### src/rtl/ddr_pkg.sv
// Shared types and geometry for the dance-game LED matrix controller.
package ddr_pkg;

   typedef enum logic [1:0] {
      IDLE = 2'd0,
      RUN  = 2'd1,
      OVER = 2'd2
   } state_t;

   localparam int LANES  = 4;
   localparam int LANE_W = 4;
   localparam int ROWS   = 16;

   // Column mask of one lane within a 16-bit matrix row.
   function automatic logic [ROWS-1:0] lane_mask(input logic [1:0] lane);
      logic [ROWS-1:0] base;
      base = ROWS'((1 << LANE_W) - 1);
      return base << (LANE_W * int'(lane));
   endfunction

endpackage

### src/rtl/arrow_scroll_ctrl_step_tick_gen.sv
// Scroll-step divider: one-cycle tick every DIV enabled cycles; count restarts while disabled.
module step_tick_gen #(
   parameter int DIV = 12_500_000
) (
   input  logic CLK,
   input  logic RST,
   input  logic en,
   output logic tick
);

   localparam int CW = $clog2(DIV);

   logic [CW-1:0] cnt;

   assign tick = en && (cnt == CW'(DIV - 1));

   always_ff @(posedge CLK) begin
      if (RST || !en) begin
         cnt <= '0;
      end else if (tick) begin
         cnt <= '0;
      end else begin
         cnt <= cnt + 1'b1;
      end
   end

endmodule

### src/rtl/arrow_scroll_ctrl.sv
// Dance-game playfield: 4 scrolling lanes, hit/miss judging, score and 16x16 matrix drive.
// Optional HIT_FLASH_EN: a hit lane's target-row columns flash green until the next step.
module arrow_scroll_ctrl
   import ddr_pkg::*;
#(
   parameter int STEP_DIV   = 12_500_000,
   parameter int TARGET_ROW = 1,
   parameter int MAX_MISS   = 8,
   parameter int SCORE_W    = 8
) (
   input  logic                 CLK,
   input  logic                 RST,
   input  logic                 start,
   input  logic                 spawn_valid,
   input  logic [1:0]           spawn_lane,
   output logic                 spawn_ready,
   input  logic [3:0]           key,
   output logic [15:0][15:0]    RedPixels,
   output logic [15:0][15:0]    GrnPixels,
   output logic                 hit,
   output logic                 miss,
   output logic [SCORE_W-1:0]   score,
   output logic                 game_over
);

   state_t                      state;
   logic                        start_q;
   logic [LANES-1:0]            key_q;
   logic [LANES-1:0][ROWS-1:0]  lane;
   logic [LANES-1:0]            pending;
   logic [7:0]                  miss_cnt;
   logic                        tick;

   logic                        start_edge;
   logic [LANES-1:0]            press;
   logic [LANES-1:0]            hits;
   logic [LANES-1:0]            miss_lanes;
   logic [LANES-1:0][ROWS-1:0]  lane_judged;
   logic [LANES-1:0][ROWS-1:0]  lane_shift;
   logic [2:0]                  hit_n;
   logic [2:0]                  miss_n;
   logic [SCORE_W:0]            score_sum;
   logic [SCORE_W-1:0]          score_next;
   logic [8:0]                  miss_sum;
   logic [7:0]                  miss_cnt_next;
   logic [15:0][15:0]           red_img;

   step_tick_gen #(.DIV(STEP_DIV)) u_tick (
      .CLK  (CLK),
      .RST  (RST),
      .en   (state == RUN),
      .tick (tick)
   );

   assign start_edge = start & ~start_q;
   assign press      = key & ~key_q;

   // Spawn handshake: a transfer happens on any cycle with spawn_valid & spawn_ready.
   // Ready drops on the tick cycle so a spawn never races the pending->row15 move.
   assign spawn_ready = (state == RUN) & ~pending[spawn_lane] & ~tick;

   // Judge presses on the pre-shift image, then shift the judged image.
   always_comb begin
      lane_judged = lane;
      lane_shift  = '0;
      hits        = '0;
      miss_lanes  = '0;
      hit_n       = '0;
      miss_n      = '0;
      for (int l = 0; l < LANES; l++) begin
         hits[l]                   = press[l] & lane[l][TARGET_ROW];
         lane_judged[l][TARGET_ROW] = lane[l][TARGET_ROW] & ~press[l];
         miss_lanes[l]             = lane_judged[l][0];
         lane_shift[l]             = {pending[l], lane_judged[l][ROWS-1:1]};
         hit_n                     = hit_n + 3'(hits[l]);
         miss_n                    = miss_n + 3'(miss_lanes[l]);
      end
   end

   assign score_sum     = {1'b0, score} + (SCORE_W+1)'(hit_n);
   assign score_next    = score_sum[SCORE_W] ? '1 : score_sum[SCORE_W-1:0];
   assign miss_sum      = {1'b0, miss_cnt} + 9'(miss_n);
   assign miss_cnt_next = miss_sum[8] ? 8'hFF : miss_sum[7:0];

   always_ff @(posedge CLK) begin
      if (RST) begin
         state     <= IDLE;
         start_q   <= 1'b0;
         key_q     <= '0;
         lane      <= '0;
         pending   <= '0;
         score     <= '0;
         miss_cnt  <= '0;
         hit       <= 1'b0;
         miss      <= 1'b0;
         game_over <= 1'b0;
      end else begin
         start_q <= start;
         key_q   <= key;
         hit     <= 1'b0;
         miss    <= 1'b0;
         case (state)
            IDLE: begin
               if (start_edge) begin
                  state    <= RUN;
                  lane     <= '0;
                  pending  <= '0;
                  score    <= '0;
                  miss_cnt <= '0;
               end
            end
            RUN: begin
               if (|hits) begin
                  hit   <= 1'b1;
                  score <= score_next;
               end
               if (tick) begin
                  lane     <= lane_shift;
                  pending  <= '0;
                  miss     <= |miss_lanes;
                  miss_cnt <= miss_cnt_next;
                  if (miss_cnt_next >= 8'(MAX_MISS)) begin
                     state     <= OVER;
                     game_over <= 1'b1;
                  end
               end else begin
                  lane <= lane_judged;
                  if (spawn_valid && spawn_ready) pending[spawn_lane] <= 1'b1;
               end
            end
            OVER: begin
               if (start_edge) begin
                  state     <= IDLE;
                  game_over <= 1'b0;
               end
            end
            default: state <= IDLE;
         endcase
      end
   end

`ifdef HIT_FLASH_EN
   logic [LANES-1:0] flash;

   always_ff @(posedge CLK) begin
      if (RST || state != RUN) begin
         flash <= '0;
      end else if (tick) begin
         flash <= hits;
      end else begin
         flash <= flash | hits;
      end
   end
`endif

   always_comb begin
      red_img = '0;
      for (int r = 0; r < ROWS; r++) begin
         for (int l = 0; l < LANES; l++) begin
            if (lane[l][r]) red_img[r] = red_img[r] | lane_mask(2'(l));
         end
      end
`ifdef HIT_FLASH_EN
      for (int l = 0; l < LANES; l++) begin
         if (flash[l]) red_img[TARGET_ROW] = red_img[TARGET_ROW] & ~lane_mask(2'(l));
      end
`endif
   end

   // Display follows the registered state by one cycle.
   always_ff @(posedge CLK) begin
      if (RST) begin
         RedPixels <= '0;
         GrnPixels <= '0;
      end else begin
         RedPixels <= '0;
         GrnPixels <= '0;
         case (state)
            IDLE: GrnPixels[TARGET_ROW] <= '1;
            RUN: begin
               RedPixels              <= red_img;
               GrnPixels[TARGET_ROW]  <= '1;
            end
            OVER: RedPixels <= '1;
            default: RedPixels <= '0;
         endcase
      end
   end

endmodule
### config.mk
export PLATFORM = sky130hd
export DESIGN_NAME = arrow_scroll_ctrl
export DESIGN_NICKNAME = d
export VERILOG_FILES = /design/src/rtl/ddr_pkg.sv /design/src/rtl/arrow_scroll_ctrl_step_tick_gen.sv /design/src/rtl/arrow_scroll_ctrl.sv
export SDC_FILE = /design/constraint.sdc
export NUM_CORES = 1
export LEC_CHECK = 0
export BUFFER_PORTS_ARGS = -buffer_cell sky130_fd_sc_hd__buf_2
export CAP_MARGIN = 20
export CORE_AREA = 2 2 207 209
export CTS_CLUSTER_DIAMETER = 30
export DETAILED_ROUTE_END_ITERATION = 7
export DIE_AREA = 0 0 209 211
export GPL_TIMING_DRIVEN = 0
export HOLD_SLACK_MARGIN = 0.03
export PLACE_DENSITY_LB_ADDON = 0.15
export SYNTH_ARGS = -nofsm -noshare
export SYNTH_HDL_FRONTEND = slang
export SYNTH_SLANG_ARGS = --single-unit
### constraint.sdc
create_clock -name CLK -period 8 [get_ports CLK]
set_input_delay 0.8 -clock CLK [delete_from_list [all_inputs] [get_ports CLK]]
set_output_delay 0.8 -clock CLK [all_outputs]
set_load 0.01 [all_outputs]
# ---- Word level (Yosys, flattened, before mapping)
# Index checks and enable logic that the tools add are counted.
dict set report totals {
  ff_bits 390
  input_bits 10
  out_inout_bits 524
  elab_cells 192
}
dict set report classes {
  add_sub_neg 9
  magnitude_cmp 3
  n_eq_ne 9
  mux 94
  bitwise_logic 22
  reduce_logical 20
}
# operator n
set op_table {}
lappend op_table {{256-bit one-hot mux with 2 select lines} 1}
lappend op_table {{16-bit 2-to-1 mux} 17}
lappend op_table {{12-bit 2-to-1 mux} 16}
lappend op_table {{8-bit 2-to-1 mux} 21}
lappend op_table {{64-bit 2-to-1 mux} 2}
lappend op_table {{64-bit one-hot mux with 2 select lines} 1}
lappend op_table {{4-bit 2-to-1 mux} 19}
lappend op_table {{8-bit one-hot mux with 2 select lines} 2}
lappend op_table {{24-bit by 1-bit adder with 24-bit output (second input constant)} 1}
lappend op_table {{24-bit equality test (second input constant)} 1}
lappend op_table {{8-bit by 3-bit adder with 9-bit output} 2}
lappend op_table {{1-bit AND} 11}
lappend op_table {{2-bit != test (second input constant)} 5}
lappend op_table {{3-bit AND reduction} 3}
lappend op_table {{8-bit by 4-bit greater-or-equal comparator with 1-bit output (second input constant)} 1}
lappend op_table {{2-bit 2-to-1 mux} 4}
lappend op_table {{1-bit inverter} 8}
lappend op_table {{4-bit one-hot mux with 2 select lines} 1}
lappend op_table {{4-bit AND reduction} 2}
lappend op_table {{4-bit OR reduction} 2}
lappend op_table {{2-bit by 1-bit adder with 3-bit output} 2}
lappend op_table {{3-bit by 1-bit adder with 3-bit output} 2}
lappend op_table {{1-bit 2-to-1 mux} 6}
lappend op_table {{2-bit one-hot mux with 3 select lines} 1}
lappend op_table {{20 further kinds} 26}

# ---- Longest topological paths before layout
# Gate-level depths: netlist (run 1).
dict set report logic_depth {
  word_depth 10
  depth_mapped 11
}

# ---- Modules after synthesis
# From an unflattened synthesis (run 1), not the netlist that was laid out.
dict set report unflattened {
  cells_unflattened 1115
  area_unflattened_um2 10263.6
}
# mod instances cells_each area_per_inst_um2
set modules_own_cells {}
lappend modules_own_cells {arrow_scroll_ctrl 1 977 9105.0}
lappend modules_own_cells {step_tick_gen 1 138 1158.6}

# ---- Worst setup path after synthesis (run 1)
# OpenSTA, ideal clock, no wires.
dict set report synth_timing {
  path_kind {in2reg}
  startpoint {input key[2]}
  endpoint {register score[3]}
  setup_ps 86
  t_arrival_ps 3177
  t_required_ps 7914
  setup_slack_ps 4737
  stages 10
  n_path_buf 0
  cell_sequence {nor2b_1 and2_1 fa_1 fa_1 inv_1 fa_1 nor4b_2 o21bai_1 a21oi_1 a211oi_1}
}
dict set report synth_between {
  elab_chain_len 8
  word_cells_on_any_way 11
  cone_classes {3 x add/sub; 1 x eq/ne; 3 x mux; 2 x bitwise; 2 x reduce/logical}
}
# item line
set synth_lines {}
lappend synth_lines {{from (decl)} arrow_scroll_ctrl.sv:17} ;# input logic [3:0] key,
lappend synth_lines {{4-bit AND (*)} arrow_scroll_ctrl.sv:56} ;# assign press = key & ~key_q;
lappend synth_lines {{1-bit AND (*)} arrow_scroll_ctrl.sv:71} ;# hits[l] = press[l] & lane[l][TARGET_ROW];
lappend synth_lines {{2-bit by 1-bit adder with 3-bit output} arrow_scroll_ctrl.sv:75} ;# hit_n = hit_n + 3'(hits[l]);
lappend synth_lines {{3-bit by 1-bit adder with 3-bit output} arrow_scroll_ctrl.sv:75}
lappend synth_lines {{8-bit by 3-bit adder with 9-bit output} arrow_scroll_ctrl.sv:80} ;# assign score_sum = {1'b0, score} + (SCORE_W+1)'(hit_n);
lappend synth_lines {{8-bit 2-to-1 mux} arrow_scroll_ctrl.sv:81} ;# assign score_next = score_sum[SCORE_W] ? '1 : score_sum[SCORE_W-1:0];
lappend synth_lines {{8-bit 2-to-1 mux} arrow_scroll_ctrl.sv:113} ;# if (|hits) begin
lappend synth_lines {{8-bit one-hot mux with 2 select lines} arrow_scroll_ctrl.sv:102} ;# case (state)
lappend synth_lines {{to (signal assigned)} arrow_scroll_ctrl.sv:115} ;# score <= score_next;
lappend synth_lines {{to (decl)} arrow_scroll_ctrl.sv:22} ;# output logic [SCORE_W-1:0] score,
# Mark *: on every way between the ends. The rest lies on a longest branch, timed or not. The select of a mux whose other input is x is not followed.
# A chain may end at the register's enable or synchronous reset.

# ---- Worst setup path after layout (run 1)
# Same ends and word-level chain as after synthesis.

==> metrics.md, run 1 <==
| Metric | Value |
|---|---|
| Status | finished, final reports clean |
| Static Leakage | 7.497 nW |
| Vias | 8246 |
| Worst slew pin tran | 0.9868 ns |
| Post-route minimum period | 3.280 ns |
| Die height | 211 um |
| Post-Synth XOR/XNOR Area | 1.886% |
| HPWL after DPL | 22.47 mm |
| Synth cell types | 66 |
| Wire length on met1 | 11.33 mm |
| Slowest cell on crit path | nor4b_2 |
| Final hold viol count | 0 |
| Die footprint | 0.04410 sq mm |
| Post-synth EDFFs | 0 |
| DR iter-0 viols | 313 |
| Total Power | 2.141 mW |
| PortBufs | 292 |
| Largest family of logic cells by synthesized area | buffers and inverters |
| Kind of start point of the critical path | primary input |
| CTS tree | done |
| Async SR Flop Fraction | 0% |
| Area leader, netlist | dfxtp_1 |
| Post-synth top cells | 449 x buf_4, 183 x dfxtp_1, 106 x nor2_1, 73 x a21oi_1, 59 x a22o_1 |
| First-pass GRT wire length | 41.87 mm |
| Comb power frac | 15.6% |
| Top delay family on crit path | adder cells |
| Sw Share | 28.82% |
| Setup Crit Path Kind | primary input to register |
| Slew Limit Fails | 0 |
| Slew HR | 34.21% |
| Compound-Gate Fraction of Synth Area | 13.27% |
| Clock power share | 41.3% |
| Post-CTS setup repair buffer count | 0 |
| Worst skew pair latency | 0.45 ns |
| Mapped Cells | 1150 |
| Placer's final routability congestion estimate | 0.7415 |
| Initial Util | 24.47% |
| RSZ-0062 raised after global routing | no |
| # DRC | 0 |
| WL per Instance | 12.29 um |
| Total number of yosys warnings | 0 |
| Fraction of layout cells with a size suffix above 1 | 46.88% |
| Clock Path Buffers | 2 |
| Internal | 1.524 mW |
| R2R Setup Slk | 4.84 ns |
| CTS root buffer | clkbuf_16 |
| Critical Path RT | 8.36 ns |
| Post-synthesis mux area share | 0.4286% |
| Nets | 1723 |
| Max stage delay on crit path | 0.61 ns |
| Initial antenna violation count | 3 |
| Met2 wire len | 14.15 mm |
| DIE WIDTH | 209 um |
| Most common cell on crit path | fa_1 |
| Largest net degree at the start of global routing | 19 |
| DR top layer | met4 |
| Vias in the first global route | 7414 |
| CP arrival | 3.64 ns |
| Drt total wl | 27.70 mm |
| Pwr/cell area | 154.4 mW/mm^2 |
| Worst-path maximum fanout | 7 |
| #FFs+latches synth | 183 |
| Gr ovfl total | 0 |
| Critical path endpoint category | register |
| H-tree depth | 4 |
| Setup_tns | 0 ns |
| Crit share post-route | 41.00% |
| VDD IR max | 96.50 uV |
| CP bufs+invs | 2 |
| Area delta synth->final | 35.72% |
| Cells along the critical path | buf_2 -> nor2b_1 -> and2_1 -> fa_1 -> fa_1 -> inv_1 -> fa_1 -> nor4b_2 -> o21bai_1 -> a21oi_1 -> a211oi_1 |
| DR vias/cell | 3.658 |
| Final setup violating endpoints | 0 |
| DR WL met3 | 1.926 mm |
| Clock buffer count from CTS | 17 |
| Clock-pin slew of the registers on the worst-case setup and hold paths | 0.07 ns |
| # rows | 75 |
| Layout Skew | 0.01901 ns |
| GR Util All Layers | 12.10% |
| Seq/Total Area, Yosys | 35.86% |
| Cts hold-fix bufs | 0 |
| Post-CTS Resized | 0 |
| Yosys top cell area share | 35.86% |
| Worst min-delay path class | register to register |
| Synthesized area per cell | 8.885 sq um |
| Clk sinks | 183 |
| Top_reg_cell synth | dfxtp_1 |
| Core region area | 0.04176 sq mm |
| Achievable Freq | 304.9 MHz |
| Max_cap viols | 0 |
| Net Switching | 0.6169 mW |
| Count leader, synth | buf_4 |
| Mapped Area | 0.01022 sq mm |
| Top-Level Pins | 534 |
| DRT Pass-1 Iters | 5 |
| Post-synthesis adder-cell area fraction | 2.033% |
| Area contributors post-synth | dfxtp_1 36%, buf_4 33%, a22o_1 5.1% |
| Post-Synth Simple-Gate Area | 10.83% |
| Flop pwr share | 43.0% |
| Final ANT Viol Nets | 0 |
==> power groups by stage <==
| stage | Sequential (mW) | Combinational [mW] | Clock, mW |
|---|---|---|---|
| floorplan | 0.941 | 0.259 | 0 |
| global placement | 0.942 | 0.329 | 0 |
| global route | 0.922 | 0.369 | 0.950 |
| finish | 0.921 | 0.335 | 0.885 |
| CTS | 0.921 | 0.331 | 0.917 |
| detailed placement | 0.942 | 0.330 | 0 |
==> cell usage in the layout, fill, tap and decap left out, types with 6 or more instances in the layout <==
cell type,count
buf_4,449
buf_2,303
conb_1,240
dfxtp_1,183
nor2_1,106
a21oi_1,73
a22o_1,59
nand2_1,28
clkbuf_1,26
inv_1,23
clkbuf_16,17
nand3_1,16
xnor2_1,12
nor2b_1,11
xor2_1,10
o21a_1,9
and3_1,8
o21ai_0,8
nand2b_1,7
buf_1,7
o31ai_1,7
ha_1,7
a211oi_1,6
fa_1,6
==> final timing paths <==
path                                      end  depth (start not counted)           from
worst min-delay path            u_tick.cnt[0]                          1  u_tick.cnt[0]
worst max register to register       state[0]                         11        lane[0]
worst max-delay path                 score[3]                         11         key[2]
worst min register to register  u_tick.cnt[0]                          1  u_tick.cnt[0]
==> logic make-up after synthesis <==
logic type	count (synthesis)
AOI/OAI and AO/OA	194
xor gates and xnor gates	22
adders and majority gates	13
buffers and inverters	516
DFF	183
muxes	3
other	1
and+or+nand+nor	218
==> final cells by class <==
cell class                 count  area (sq um)
antenna                        2         5.005
buffer                       493          3557
clock buffer                  18         429.2
clock inverter                14         182.7
fill                        4405         27890
inverter                      23         86.33
multi-input combinational    690          3807
sequential                   183          3664
tap                          539         674.4
timing repair buffer         292          1461
==> per-stage QoR <==
stage | util [%] | cells | instance area (sq um) | setup WS, ns | hold WS [ns]
detailed placement | 31.73 | 2220 | 13250 | 4.263 | 0.4420
global placement | 31.73 | 2220 | 13250 | 4.259 | 0.4429
CTS | 33.20 | 2252 | 13860 | 4.726 | 0.4658
global route | 33.20 | 2252 | 13860 | 4.427 | 0.4916
floorplan | - | 1389 | 11110 | 4.737 | 0.4260
finish | 33.21 | 2254 | 13870 | 4.720 | 0.4574
==> sequential cells by signal (all words and copies together) (netlist names) <==
| name | cells |
|---|---|
| score | 8 |
| game_over | 1 |
| hit | 1 |
| miss | 1 |
| u_tick.cnt | 24 |
| start_q | 1 |
| key_q | 4 |
| RedPixels | 64 |
| pending | 4 |
| state | 2 |
| lane | 64 |
| GrnPixels | 1 |
| miss_cnt | 8 |
==> routing by layer <==
metal  up-vias  track usage (%)
li1       4229                -
met1      3676            14.32
met2       328            21.83
met3        13            2.855
met4         0            3.325
met5         -                0
No activity file was read; power rests on OpenSTA's default activity.
==> run 2, diff against run 1 <==
- CORE_AREA: 2 2 207 209 -> 2 2 210 212
- DIE_AREA: 0 0 209 211 -> 0 0 212 214
- clock period: 8 -> 3.1 ns (I/O delays scaled with it)
==> run 2 against run 1 <==
Against the previous run: worst hold slack lost 0.35 ns; sequential power rose to 2.6 times the previous value; clock-buffer cell count unchanged; critical path type is now register to register; largest cell class unchanged; highest routed layer is now met5.
==> metrics.md, run 2 (synthesized netlist as in run 1, its figures left out) <==
| Metric | Value |
|---|---|
| Final hold viol count | 0 (unchanged) |
| HPWL after DPL | 22.03 mm (-2.0%) |
| Pwr/cell area | 386.9 mW/mm^2 (+150%) |
| Layout Skew | 0.01186 ns (-0.007141 ns) |
| First-pass GRT wire length | 42.31 mm (+1.1%) |
| Vias in the first global route | 7735 (+4.3%) |
| DR iter-0 viols | 312 (-0.32%) |
| Initial Util | 23.82% (-0.64 points) |
| Clock Path Buffers | 2 (unchanged) |
| Die height | 214 um (+1.4%) |
| DR WL met3 | 1.924 mm (-0.10%) |
| Vias | 8251 (+0.061%) |
| # rows | 76 (+1.3%) |
| Worst slew pin tran | 0.8381 ns (-0.1487 ns) |
| Area delta synth->final | 36.57% |
| Core region area | 0.04289 sq mm (+2.7%) |
| Initial antenna violation count | 1 (-2) |
| DR top layer | met5 |
| Status | finished, final reports clean |
| DRT Pass-1 Iters | 4 (-1) |
| Comb power frac | 15.9% (+0.3 points) |
| Final setup violating endpoints | 0 (unchanged) |
| CTS tree | done |
| Post-route minimum period | 2.977 ns |
| Top-Level Pins | 534 (unchanged) |
| VDD IR max | 229.9 uV (+140%) |
| Largest net degree at the start of global routing | 17 (-2) |
| Crit share post-route | 96.04% |
| Multi-input logic area | 0.003860 sq mm (+1.4%) |
| Cts hold-fix bufs | 0 (unchanged) |
| Commonest non-fill, non-tap cells in the layout | 452 x buf_4, 303 x buf_2, 240 x conb_1 |
| Clock buffer count from CTS | 17 (unchanged) |
| Drt total wl | 27.39 mm (-1.1%) |
| Fraction of layout cells with a size suffix above 1 | 47.37% (+0.50 points) |
| ANT cells | 0 (-2) |
| Net Switching | 1.501 mW (+140%) |
| Design Area, Final | 0.01395 sq mm (+0.62%) |
| GR Util All Layers | 11.80% (-0.31 points) |
| CP arrival | 3.35 ns (-0.29 ns) |
| Clock power share | 40.0% (-1.3 points) |
| Clk sinks | 183 (unchanged) |
| Critical path endpoint category | register |
| DIE WIDTH | 212 um (+1.4%) |
| Slew Limit Fails | 0 (unchanged) |
| Worst min-delay path class | primary input to register |
| Worst-path maximum fanout | 5 (-2) |
| Achievable Freq | 335.9 MHz |
| Sw Share | 27.81% (-1.0 points) |
| CTS root buffer | clkbuf_16 |
| Final ANT Viol Nets | 0 (unchanged) |
| H-tree depth | 4 (unchanged) |
| Clock-pin slew of the registers on the worst-case setup and hold paths | 0.07 ns (about the same) |
| Placer's final routability congestion estimate | 0.7526 (+1.5%) |
| Kind of start point of the critical path | register |
| Die footprint | 0.04537 sq mm (+2.9%) |
| DR vias/cell | 3.589 (-1.9%) |
| Internal | 3.897 mW (+160%) |
| WL per Instance | 11.91 um (-3.0%) |
| Reg area | 0.003665 sq mm (about the same) |
| Static Leakage | 7.523 nW (+0.35%) |
| Nets | 1726 (+0.17%) |
| Largest regs | RedPixels (64), lane (64), u_tick.cnt (24) |
| Met2 wire len | 14.16 mm (about the same) |
| Filler Cells Inserted | 4521 (+2.6%) |
| PortBufs | 292 (unchanged) |
| Wire length on met1 | 11.09 mm (-2.2%) |
| Flop pwr share | 44.0% (+1.0 points) |
| Max_cap viols | 0 (unchanged) |
| Setup Crit Path Kind | register to register |
| Gr ovfl total | 0 (unchanged) |
| # DRC | 0 (unchanged) |
| Critical Path RT | 3.47 ns (-4.89 ns) |
| Total Power | 5.399 mW (+150%) |
| Slew HR | 44.13% (+9.9 points) |
| Worst skew pair latency | 0.43 ns (-0.02 ns) |
| Most common cell after layout, fill and taps aside | buf_4 |
| Placed Area | 0.01331 sq mm (+0.43%) |
run 2: cell types whose count changed in the layout (fill, tap and decap cells not counted), sizes merged:
cell,before,now
buf,760,763
diode,2,0
inv,31,29
run 2: cell type report:
type	count	share of cell area [%]
Buffer	493	25.49
Clock buffer	18	3.076
Clock inverter	12	1.004
Inverter	23	0.6187
Multi-Input combinational cell	690	27.66
Sequential cell	183	26.26
Tap cell	585	5.246
Timing Repair Buffer	295	10.63
run 2: stage by stage:
step	setup slack [ns]	TNS [ns]	util (%)	hold slack (ns)	std cells
floorplan	0.2391	0	-	0.4135	1389
global placement	-0.1888	-0.5265	31.03	0.4376	2266
detailed placement	-0.2198	-0.7950	31.03	0.4479	2266
CTS	0.01610	0	32.38	0.08121	2296
global route	-0.03009	-0.03009	32.54	0.1120	2299
finish	0.1226	0	32.54	0.1056	2299
run 2: critical path, stage by stage, from the launching register on:
cell and delay [ns]:
dfxtp_2 0.34, fa_1 0.53, inv_1 0.05, fa_2 0.34, inv_1 0.09, fa_2 0.25
nand4_1 0.18, or3_4 0.40, nor2_4 0.12, o32ai_4 0.13, a2111o_1 0.43, nand3_1 0.08
run 2: path summary, 6_finish.rpt:
check | from | end | slack (ns) | depth (start not counted)
worst max-delay path | lane[0] | state[0] | 0.12 | 11
worst min-delay path | key[2] | key_q[2] | 0.11 | 2
worst max register to register | lane[0] | state[0] | 0.12 | 11
worst min register to register | miss_cnt[0] | miss_cnt[0] | 0.46 | 1
run 2: timing repair:
| action | 4_1_cts | 5_1_grt |
|---|---|---|
| resized for setup | 2 | 9 |
| pin swaps | 0 | 3 |
| setup buffers | 0 | 3 |
| setup endpoints to repair | 2 | 7 |
run 2: layer usage:
metal  global-route usage [%]  vias to the layer above
met5                        0                        -
met4                    2.606                        2
met3                    3.079                       15
met2                    21.95                      287
met1                    13.31                     3725
li1                         -                     4222
run 2: power groups by stage:
stage                     combinational (mW)  sequential, mW  clock (mW)
final                                  0.859            2.38        2.16
after global placement                 0.849            2.43           0
after detailed placement               0.850            2.43           0
after global routing                   0.950            2.38        2.33
after floorplan                        0.668            2.43           0
after CTS                              0.852            2.38        2.23
